### src/rtl/fsm_step_sequencer.sv
`default_nettype none
// ============================================================================
// Module      : fsm_step_sequencer
// Description : Drives a two-input handshake FSM (IDLE/S1/S2/ER) through
//               complete IDLE->S1->S2->IDLE rounds. It generates the target's
//               i1/i2 stimulus, checks the o1/o2/err response, and recovers
//               the target from ER with a bounded number of retries per round.
// Ports       : clk_i        - clock, rising edge
//               rst_ni       - asynchronous active-low reset
//               start_i      - begin a run (sampled only in IDLE)
//               n_rounds_i   - rounds to execute (sampled with start_i)
//               o1_i/o2_i/err_i - target FSM outputs
//               i1_o/i2_o    - target FSM inputs (registered)
//               busy_o       - high in every state except IDLE
//               done_o       - one-cycle pulse, run completed
//               fail_o       - one-cycle pulse, run aborted
//               round_cnt_o  - rounds completed in the current run
//               err_cnt_o    - errors in the current run (saturating)
// Revision    : 1.0 - initial release
// ============================================================================
module fsm_step_sequencer #(
  parameter int unsigned CNT_W     = 8,
  parameter int unsigned TIMEOUT   = 15,
  parameter int unsigned MAX_RETRY = 3
) (
  input  logic             clk_i,
  input  logic             rst_ni,
  input  logic             start_i,
  input  logic [CNT_W-1:0] n_rounds_i,
  input  logic             o1_i,
  input  logic             o2_i,
  input  logic             err_i,
  output logic             i1_o,
  output logic             i2_o,
  output logic             busy_o,
  output logic             done_o,
  output logic             fail_o,
  output logic [CNT_W-1:0] round_cnt_o,
  output logic [CNT_W-1:0] err_cnt_o
);

  localparam int unsigned WAIT_W  = (TIMEOUT > 2) ? $clog2(TIMEOUT) : 1;
  localparam int unsigned RETRY_W = (MAX_RETRY > 0) ? $clog2(MAX_RETRY + 1) : 1;

  localparam logic [3:0] S_IDLE  = 4'd0;
  localparam logic [3:0] S_GO1   = 4'd1;
  localparam logic [3:0] S_W1    = 4'd2;
  localparam logic [3:0] S_GO2   = 4'd3;
  localparam logic [3:0] S_W2    = 4'd4;
  localparam logic [3:0] S_GO3   = 4'd5;
  localparam logic [3:0] S_W3    = 4'd6;
  localparam logic [3:0] S_RECOV = 4'd7;
  localparam logic [3:0] S_DONE  = 4'd8;
  localparam logic [3:0] S_FAIL  = 4'd9;

  logic [3:0]         state_q,   state_d;
  logic [CNT_W-1:0]   round_q,   round_d;
  logic [CNT_W-1:0]   errc_q,    errc_d;
  logic [CNT_W-1:0]   nrounds_q, nrounds_d;
  logic [RETRY_W-1:0] retry_q,   retry_d;
  logic [WAIT_W-1:0]  wait_q,    wait_d;
  logic               i1_q, i1_d, i2_q, i2_d;
  logic               busy_q, busy_d, done_q, done_d, fail_q, fail_d;

  logic [2:0]         obs;
  logic               is_wait;
  logic               exit_ok;
  logic               timeout;
  logic [CNT_W-1:0]   errc_inc;

  assign obs      = {o1_i, o2_i, err_i};
  assign timeout  = (wait_q == WAIT_W'(TIMEOUT - 1));
  assign errc_inc = (&errc_q) ? errc_q : errc_q + CNT_W'(1);

  // Exit condition of the current wait state, expressed as the expected code.
  always_comb begin
    exit_ok = 1'b0;
    is_wait = 1'b1;
    case (state_q)
      S_W1:    exit_ok = (obs == 3'b100);
      S_W2:    exit_ok = (obs == 3'b010);
      S_W3:    exit_ok = (obs == 3'b000);
      S_RECOV: exit_ok = (obs == 3'b000);
      default: is_wait = 1'b0;
    endcase
  end

  always_comb begin
    state_d   = state_q;
    round_d   = round_q;
    errc_d    = errc_q;
    nrounds_d = nrounds_q;
    retry_d   = retry_q;
    wait_d    = '0;
    case (state_q)
      S_IDLE: begin
        if (start_i) begin
          round_d   = '0;
          errc_d    = '0;
          retry_d   = '0;
          nrounds_d = n_rounds_i;
          state_d   = (n_rounds_i == '0) ? S_DONE : S_GO1;
        end
      end
      S_GO1: state_d = S_W1;
      S_GO2: state_d = S_W2;
      S_GO3: state_d = S_W3;
      S_W1, S_W2, S_W3: begin
        // err takes priority over a coincident exit code.
        if (err_i || (!exit_ok && timeout)) begin
          errc_d = errc_inc;
          if (retry_q == RETRY_W'(MAX_RETRY)) begin
            state_d = S_FAIL;
          end else begin
            retry_d = retry_q + RETRY_W'(1);
            state_d = S_RECOV;
          end
        end else if (exit_ok) begin
          case (state_q)
            S_W1:    state_d = S_GO2;
            S_W2:    state_d = S_GO3;
            default: begin
              round_d = round_q + CNT_W'(1);
              retry_d = '0;
              state_d = (round_d == nrounds_q) ? S_DONE : S_GO1;
            end
          endcase
        end
      end
      S_RECOV: begin
        // Round restarts from GO1 with round_cnt untouched.
        if (exit_ok) begin
          state_d = S_GO1;
        end else if (timeout) begin
          errc_d  = errc_inc;
          state_d = S_FAIL;
        end
      end
      S_DONE:  state_d = S_IDLE;
      S_FAIL:  state_d = S_IDLE;
      default: state_d = S_IDLE;
    endcase
    // Wait counter restarts on every entry into a wait state.
    if (is_wait && (state_d == state_q)) begin
      wait_d = wait_q + WAIT_W'(1);
    end
  end

  // Outputs are decoded from the next state so they are registered yet
  // aligned with the state they belong to.
  always_comb begin
    i1_d = 1'b0;
    i2_d = 1'b0;
    case (state_d)
      S_GO1, S_GO2: begin
        i1_d = 1'b1;
        i2_d = 1'b1;
      end
      S_W1, S_GO3: i1_d = 1'b1;
      S_W2:        i2_d = 1'b1;
      default: ;
    endcase
    busy_d = (state_d != S_IDLE);
    done_d = (state_d == S_DONE);
    fail_d = (state_d == S_FAIL);
  end

  always_ff @(posedge clk_i or negedge rst_ni) begin
    if (!rst_ni) begin
      state_q   <= S_IDLE;
      round_q   <= '0;
      errc_q    <= '0;
      nrounds_q <= '0;
      retry_q   <= '0;
      wait_q    <= '0;
      i1_q      <= 1'b0;
      i2_q      <= 1'b0;
      busy_q    <= 1'b0;
      done_q    <= 1'b0;
      fail_q    <= 1'b0;
    end else begin
      state_q   <= state_d;
      round_q   <= round_d;
      errc_q    <= errc_d;
      nrounds_q <= nrounds_d;
      retry_q   <= retry_d;
      wait_q    <= wait_d;
      i1_q      <= i1_d;
      i2_q      <= i2_d;
      busy_q    <= busy_d;
      done_q    <= done_d;
      fail_q    <= fail_d;
    end
  end

  assign i1_o        = i1_q;
  assign i2_o        = i2_q;
  assign busy_o      = busy_q;
  assign done_o      = done_q;
  assign fail_o      = fail_q;
  assign round_cnt_o = round_q;
  assign err_cnt_o   = errc_q;

endmodule
`default_nettype wire

### config.mk
export PLATFORM = sky130hd
export DESIGN_NAME = fsm_step_sequencer
export DESIGN_NICKNAME = d
export VERILOG_FILES = /design/src/rtl/fsm_step_sequencer.sv
export SDC_FILE = /design/constraint.sdc
export NUM_CORES = 1
export LEC_CHECK = 0
export ABC_AREA = 1
export ABC_CLOCK_PERIOD_IN_PS = 5100
export BUFFER_PORTS_ARGS = -buffer_cell sky130_fd_sc_hd__buf_2
export CAP_MARGIN = 20
export CELL_PAD_IN_SITES_DETAIL_PLACEMENT = 0
export CELL_PAD_IN_SITES_GLOBAL_PLACEMENT = 1
export CORE_MARGIN = 2
export CORE_UTILIZATION = 45
export CTS_CLUSTER_DIAMETER = 40
export CTS_CLUSTER_SIZE = 20
export DETAILED_ROUTE_END_ITERATION = 12
export HOLD_SLACK_MARGIN = 0.03
export PLACE_DENSITY_LB_ADDON = 0.05
export SLEW_MARGIN = 20
export SYNTH_ARGS = -nofsm -noshare
export SYNTH_HDL_FRONTEND = slang
export SYNTH_SLANG_ARGS = --single-unit
### constraint.sdc
create_clock -name clk_i -period 5.1 [get_ports clk_i]
set_clock_uncertainty 0.2 [all_clocks]
set_input_delay 0.765 -clock clk_i [delete_from_list [all_inputs] [get_ports clk_i]]
set_output_delay 0.765 -clock clk_i [all_outputs]
set_load 0.005 [all_outputs]
# After elaboration in Yosys (flattened, before gate mapping)
# Index checks and enable logic that the tools add are counted.
# word_totals
regBits,39
word_cells,97
output_inout_bits,21
# op_classes
n_mux,31
addsub,4
reduce_logical,21
eq_ne,30
# op_table
cell,n
8-bit 2-to-1 mux,8
4-bit 2-to-1 mux,9
"4-bit by 3-bit equality test with 1-bit output, second input constant",6
4-bit one-hot mux with 6 select lines,1
8-bit one-hot mux with 3 select lines,1
"8-bit by 1-bit adder with 8-bit output, second input constant",2
"4-bit by 2-bit equality test with 1-bit output, second input constant",4
8-bit one-hot mux with 2 select lines,1
5-bit AND reduction,3
"2-bit != test, second input constant",7
"4-bit equality test, second input constant",3
2-bit 2-to-1 mux,5
"3-bit != test, second input constant",3
"4-bit by 1-bit equality test with 1-bit output, second input constant",2
8-bit equality test,1
8-bit zero test,1
4-bit one-hot mux with 2 select lines,1
8-bit AND reduction,1
4-bit OR reduction,2
3-bit OR reduction,2
"4-bit by 1-bit adder with 4-bit output, second input constant",1
4-bit equality test,1
4-bit zero test,1
2-bit one-hot mux with 2 select lines,1
15 further kinds,19

# Logic depth before layout (Yosys ltp)
# logic_depth
depth_word,11
mapped_depth,17
ltp_nobuf,17

# Least setup slack after synthesis
# OpenSTA, ideal clock, no wires.
# synth_path
path_type,in2reg
startpoint,in o2_i
endpoint,reg wait_q[2]
arrival_ps,1806
slack_ps,2974
stages,14
t_required_ps,4780
path_cell_list,inv_1 nor2_1 nand3_1 nand2_1 inv_1 nand2_4 o21ai_2 nand2_1 nand3_1 nand2_2 nor2_1 nor2_1 nand2_1 nor2_1
# synth_via
elab_chain_len,10
elab_cells_between_ends,14
# synth_lines
element,line,text
start: declaration,31,"input logic o2_i,"
"3-bit by 2-bit equality test with 1-bit output, or another cell as far along",81,S_W2: exit_ok = (obs == 3'b010);
1-bit one-hot mux with 3 select lines (*),79,case (state_q)
1-bit zero test,110,if (err_i || (!exit_ok && timeout)) begin
1-bit logical AND,110,
1-bit logical OR,110,
4-bit 2-to-1 mux,110,
4-bit one-hot mux with 6 select lines (*),95,case (state_q)
net state_d[2],56,"logic [3:0] state_q, state_d;"
4-bit equality test (*),144,if (is_wait && (state_d == state_q)) begin
1-bit logical AND (*),144,
4-bit 2-to-1 mux (*),144,
net wait_d[2],61,"logic [WAIT_W-1:0] wait_q, wait_d;"
end signal: assignment,187,wait_q <= wait_d;
end: declaration,61,
# The timed path passes the listed nets; every way through them passes the cells marked *.
# A chain may end at the register's enable or synchronous reset.

# Worst setup path in the final report
# layout_path
startpoint,reg state_q[0]
endpoint,reg errc_q[5] (netlist: err_cnt_o[5])
# layout_via
elab_chain_len,8
elab_cells_between_ends,18
# layout_lines
element,line,text
start: declaration,56,
start signal: assignment,182,state_q <= state_d;
4-bit by 3-bit equality test with 1-bit output,"79, 95",
2-bit OR reduction (no line),-,
1-bit one-hot mux with 3 select lines,79,
1-bit zero test,110,
1-bit logical AND,110,
1-bit logical OR,110,
2-bit != test (no line),-,
5-bit AND reduction (no line),-,
end signal: assignment,184,errc_q <= errc_d;
end: declaration,58,"logic [CNT_W-1:0] errc_q, errc_d;"
# Parallel ways exist; a longest one is shown, timed or not.

==> run summary <==
The run finished with clean final reports. The final-report setup violation count came out at 0. On the worst path, the slowest cell contributes a delay of 0.45 ns. Counting stages on the worst path, the most repeated cell is sky130_fd_sc_hd__nor2_1. The reported max-cap violation count is 0. The clock slew at the register clock pins of the worst setup and hold paths came out at 0.09 ns. The net switching power figure is ~0.74 mW. The total nets after synthesis is between 300 and 400. The via count of the first global-routing pass is a little over 2000. The synthesized netlist contains 38 unique library cells. The fraction of the core area covered by cells at the end of the flow came out at between 50% and 60%. Detailed routing placed a total of around 2400 um of wire on met2. In the post-synthesis netlist, the biggest area contributors are sky130_fd_sc_hd__dfrtp_1 40%, sky130_fd_sc_hd__nand2_1 13%, sky130_fd_sc_hd__inv_1 6.9%. The sequential cell fraction of total power is about a third. The internal power came out at approximately 0.77 mW. The width of the chip is around 78 um. The standby leakage power came out at around 1.4 nW. The remaining routing DRC violations came out at 0. In this run the tool buffered the top-level ports with 34 buffer cells. The fraction of registers with async set or reset after synthesis came out at 100.0%.

The via count of the routed design came out at 2157. The total die area came out at 0.006021 mm2. The launch point of the worst hold path is retry_q[0]. The sink count of the clock tree came out at 39. The initial antenna violation count came out at 0. The initial core utilization is roughly 47%. The worst-case vdd ir drop is ~0.27 mV. The sequential cell area came out at roughly 980 um2. The required time at the endpoint of the critical path came out at 5.10 ns. The final sum of negative setup slack came out at 0 ns.

Combinational logic is responsible for 52.0% of the overall power. In this run, post-CTS hold repair placed 0 buffers. Summed over all instances, the cell type with the most area after synthesis is sky130_fd_sc_hd__dfrtp_1. TritonCTS built the clock tree. The diode insertion count for antenna repair came out at 0. The total chip power came out at around 1.5 mW.

The placed wire-length estimate after detailed placement is approximately 4100 um. The ratio of cells with drive above 1 in the final layout is between 15 and 20%. The count of warnings emitted by yosys is 0. The area occupied by multi-input gates came out at between 0.001 and 0.0015 mm2. The number of flops mapped to enable cells by yosys is 0. The post-cts repair resize count came out at 0. In this run the standard cell core region covers 0.005172 mm2. The maximum clock insertion buffer count came out at 2. The H-tree depth is 2.

The first global-routing pass estimated ~9500 um of wire. Of all nets on the critical path, the largest fanout is 15. In this run the worst setup path begins at state_q[0]. The floorplan row count came out at 26. The post-detailed-routing wire length came out at between 5000 and 6000 um.

The most used flip-flop cell after synthesis is sky130_fd_sc_hd__dfrtp_1. The worst register-to-register path begins at state_q[0]. The final count of hold timing violations came out at 0. The final max-slew violation count came to 0.

The total overflow left after global routing is 0. The relative slew slack is a little over two fifths. The number of violations reported at the end of detailed-routing iteration 0 came out at 94.

The average via count per standard cell is around 5.0. In the detailed route, the total length drawn on met3 is 192 um. In this run the top signal layer used is met4. In this run the remaining antenna-violating nets after routing total 0.

The post-CTS setup buffer count is 0. For this run, the register share of the synthesized area comes to 40.04%. The global router's overall resource usage came out at 19.47%. The pin count of the biggest net entering global routing is 40. The total of fill cells in the finished design is around 540. In this run the count of I/O pins placed on the die edge is 35.

Setup repair after global routing left no endpoint under its margin. Summing every instance area after synthesis gives between 0.002 and 0.0025 mm2. Measured along the y axis, the die boundary spans just under 80 um. The largest individual stage delay along the critical path comes from the cell sky130_fd_sc_hd__dfrtp_1. At the later pin of the worst-skew pair, clock insertion delay measures ~0.3 ns. The path class of the tightest hold or removal check is register to register.

The power share of the clock group is 13.4%. The worst path buffer plus inverter count is 2. The CTS buffer count is 5. The signed area change from the synthesized netlist to the final layout came out at 11.91%. The area share of the leading cell type in the synthesized netlist came out at ~40%. Synthesis inferred 39 register bits.

The pin slew with the least headroom to its limit came out at approximately 0.86 ns. The share of the cycle needed by the critical path after routing came out at between 40 and 50%. The critical path in this run is classified as register to register. The average routed wire per standard cell came out at about 12 um. CTS placed an instance of sky130_fd_sc_hd__clkbuf_8 at the clock tree root. The number of instances in the synthesized netlist came out at approximately 330. At the end of the flow, the number of nets in the layout was 385.

The kind of cell adding the most delay to the critical path is simple AND/OR/NAND/NOR gates. The critical path goes through inv_1, nand2_1, nor2_1, a21oi_2, inv_1, nand2_2, nand4_2, nor2_1, nand3_1, nand2_1, nor2_1. The switching share of power came out at 48.90%. The power density over the cells came out at 552.3 mW/mm2. The weighted congestion at the end of routability-driven global placement came out at 0.8473. The arrival time of the worst setup path came out at 2.51 ns. The total iterations of the first detailed-routing run came out at 4. The detailed router put a total of roughly 2800 um of wire on met1.

The post-synthesis average cell area is ~7.4 um2. STA classifies the critical path endpoint as a register. The maximum clock frequency came out at approximately 400 MHz. The smallest clock period supported by the final layout is computed as about 2.5 ns. The startpoint type of the worst setup path is a register.

On the final layout, the worst hold slack is ~0.29 ns.
==> kinds of logic (layout without fill, tap and decap cells) <==
kind of cell | after synthesis | in the layout | share of synthesized area, %
fa+ha+maj | 5 | 5 | 2.567
xor+xnor | 7 | 7 | 2.515
compound gates | 38 | 38 | 9.549
mux | 2 | 2 | 0.8727
buf+inv | 55 | 89 | 9.548
flops | 39 | 39 | 40.04
simple gates | 185 | 185 | 34.91
==> power by group through the flow <==
stage	registers, mW	clock network, mW	logic [mW]
2_1_floorplan	0.492	0	0.641
3_3_place_gp	0.524	0	0.786
3_5_place_dp	0.527	0	0.786
4_1_cts	0.522	0.206	0.790
5_1_grt	0.539	0.219	0.915
6_report	0.522	0.202	0.783
==> final timing paths <==
path / end / slack (ns) / cells after the start
worst max-delay path: err_cnt_o[5] / 2.59 / 11
worst min-delay path: retry_q[0] / 0.29 / 1
worst max register to register: err_cnt_o[5] / 2.59 / 11
worst min register to register: retry_q[0] / 0.29 / 1
max in group asynchronous: state_q[2] / 3.77 / 1
min in group asynchronous: round_cnt_o[5] / 0.37 / 1
==> area by class of cell <==
type / instances / share of cell area (%)
clock buffer: 5 / 2.523
inverter: 49 / 6.927
multi-input combinational: 237 / 45.05
clock inverter: 1 / 0.2752
sequential: 39 / 35.78
tap: 70 / 3.211
timing repair buffer: 34 / 6.239
==> registers in the layout (all words and copies together) (netlist names) <==
register,flops
retry_q,2
err_cnt_o,8
nrounds_q,8
i2_o,1
done_o,1
i1_o,1
state_q,4
fail_o,1
round_cnt_o,8
busy_o,1
wait_q,4
==> per-stage QoR <==
step	instance area, um2	worst slack (ns)	cells
finish	2728	2.590	435
global route	2728	2.378	435
CTS	2728	2.597	435
detailed placement	2651	2.520	429
global placement	2651	2.554	429
floorplan	2437	2.974	331
==> cells in the final DEF, fill, tap and decap left out, drive strengths merged <==
cell type / Yosys / layout
nand2: 92 / 92
inv: 47 / 47
nor2: 40 / 40
dfrtp: 39 / 39
nand3: 35 / 35
buf: 5 / 34
o21ai: 20 / 20
nand4: 11 / 11
a21oi: 10 / 10
o31ai: 6 / 6
ha: 5 / 5
clkbuf: 1 / 5
xnor2: 4 / 4
xor2: 3 / 3
nand3b: 2 / 2
clkinv: 2 / 2
nor3: 2 / 2
nor4: 1 / 1
a31oi: 1 / 1
nor3b: 1 / 1
o211ai: 1 / 1
mux2: 1 / 1
mux2i: 1 / 1
or2: 1 / 1
clkinvlp: 0 / 1
==> layer usage <==
metal	global-route usage [%]	vias up
met5	0	-
met4	4.643	0
met3	3.953	6
met2	30.43	36
met1	27.67	978
li1	-	1137
==> cells in the mapped netlist (4+ instances only) <==
library cell and instances:
sky130_fd_sc_hd__nand2_1 84, sky130_fd_sc_hd__inv_1 45, sky130_fd_sc_hd__dfrtp_1 39, sky130_fd_sc_hd__nor2_1 36, sky130_fd_sc_hd__nand3_1 33, sky130_fd_sc_hd__o21ai_0 14, sky130_fd_sc_hd__nand4_1 10, sky130_fd_sc_hd__a21oi_1 7
sky130_fd_sc_hd__ha_1 5, sky130_fd_sc_hd__nand2_2 5, sky130_fd_sc_hd__o31ai_1 5, sky130_fd_sc_hd__nor2_2 4, sky130_fd_sc_hd__o21ai_1 4, sky130_fd_sc_hd__xnor2_1 4
Note: power is estimated with default switching activity, not from simulation.
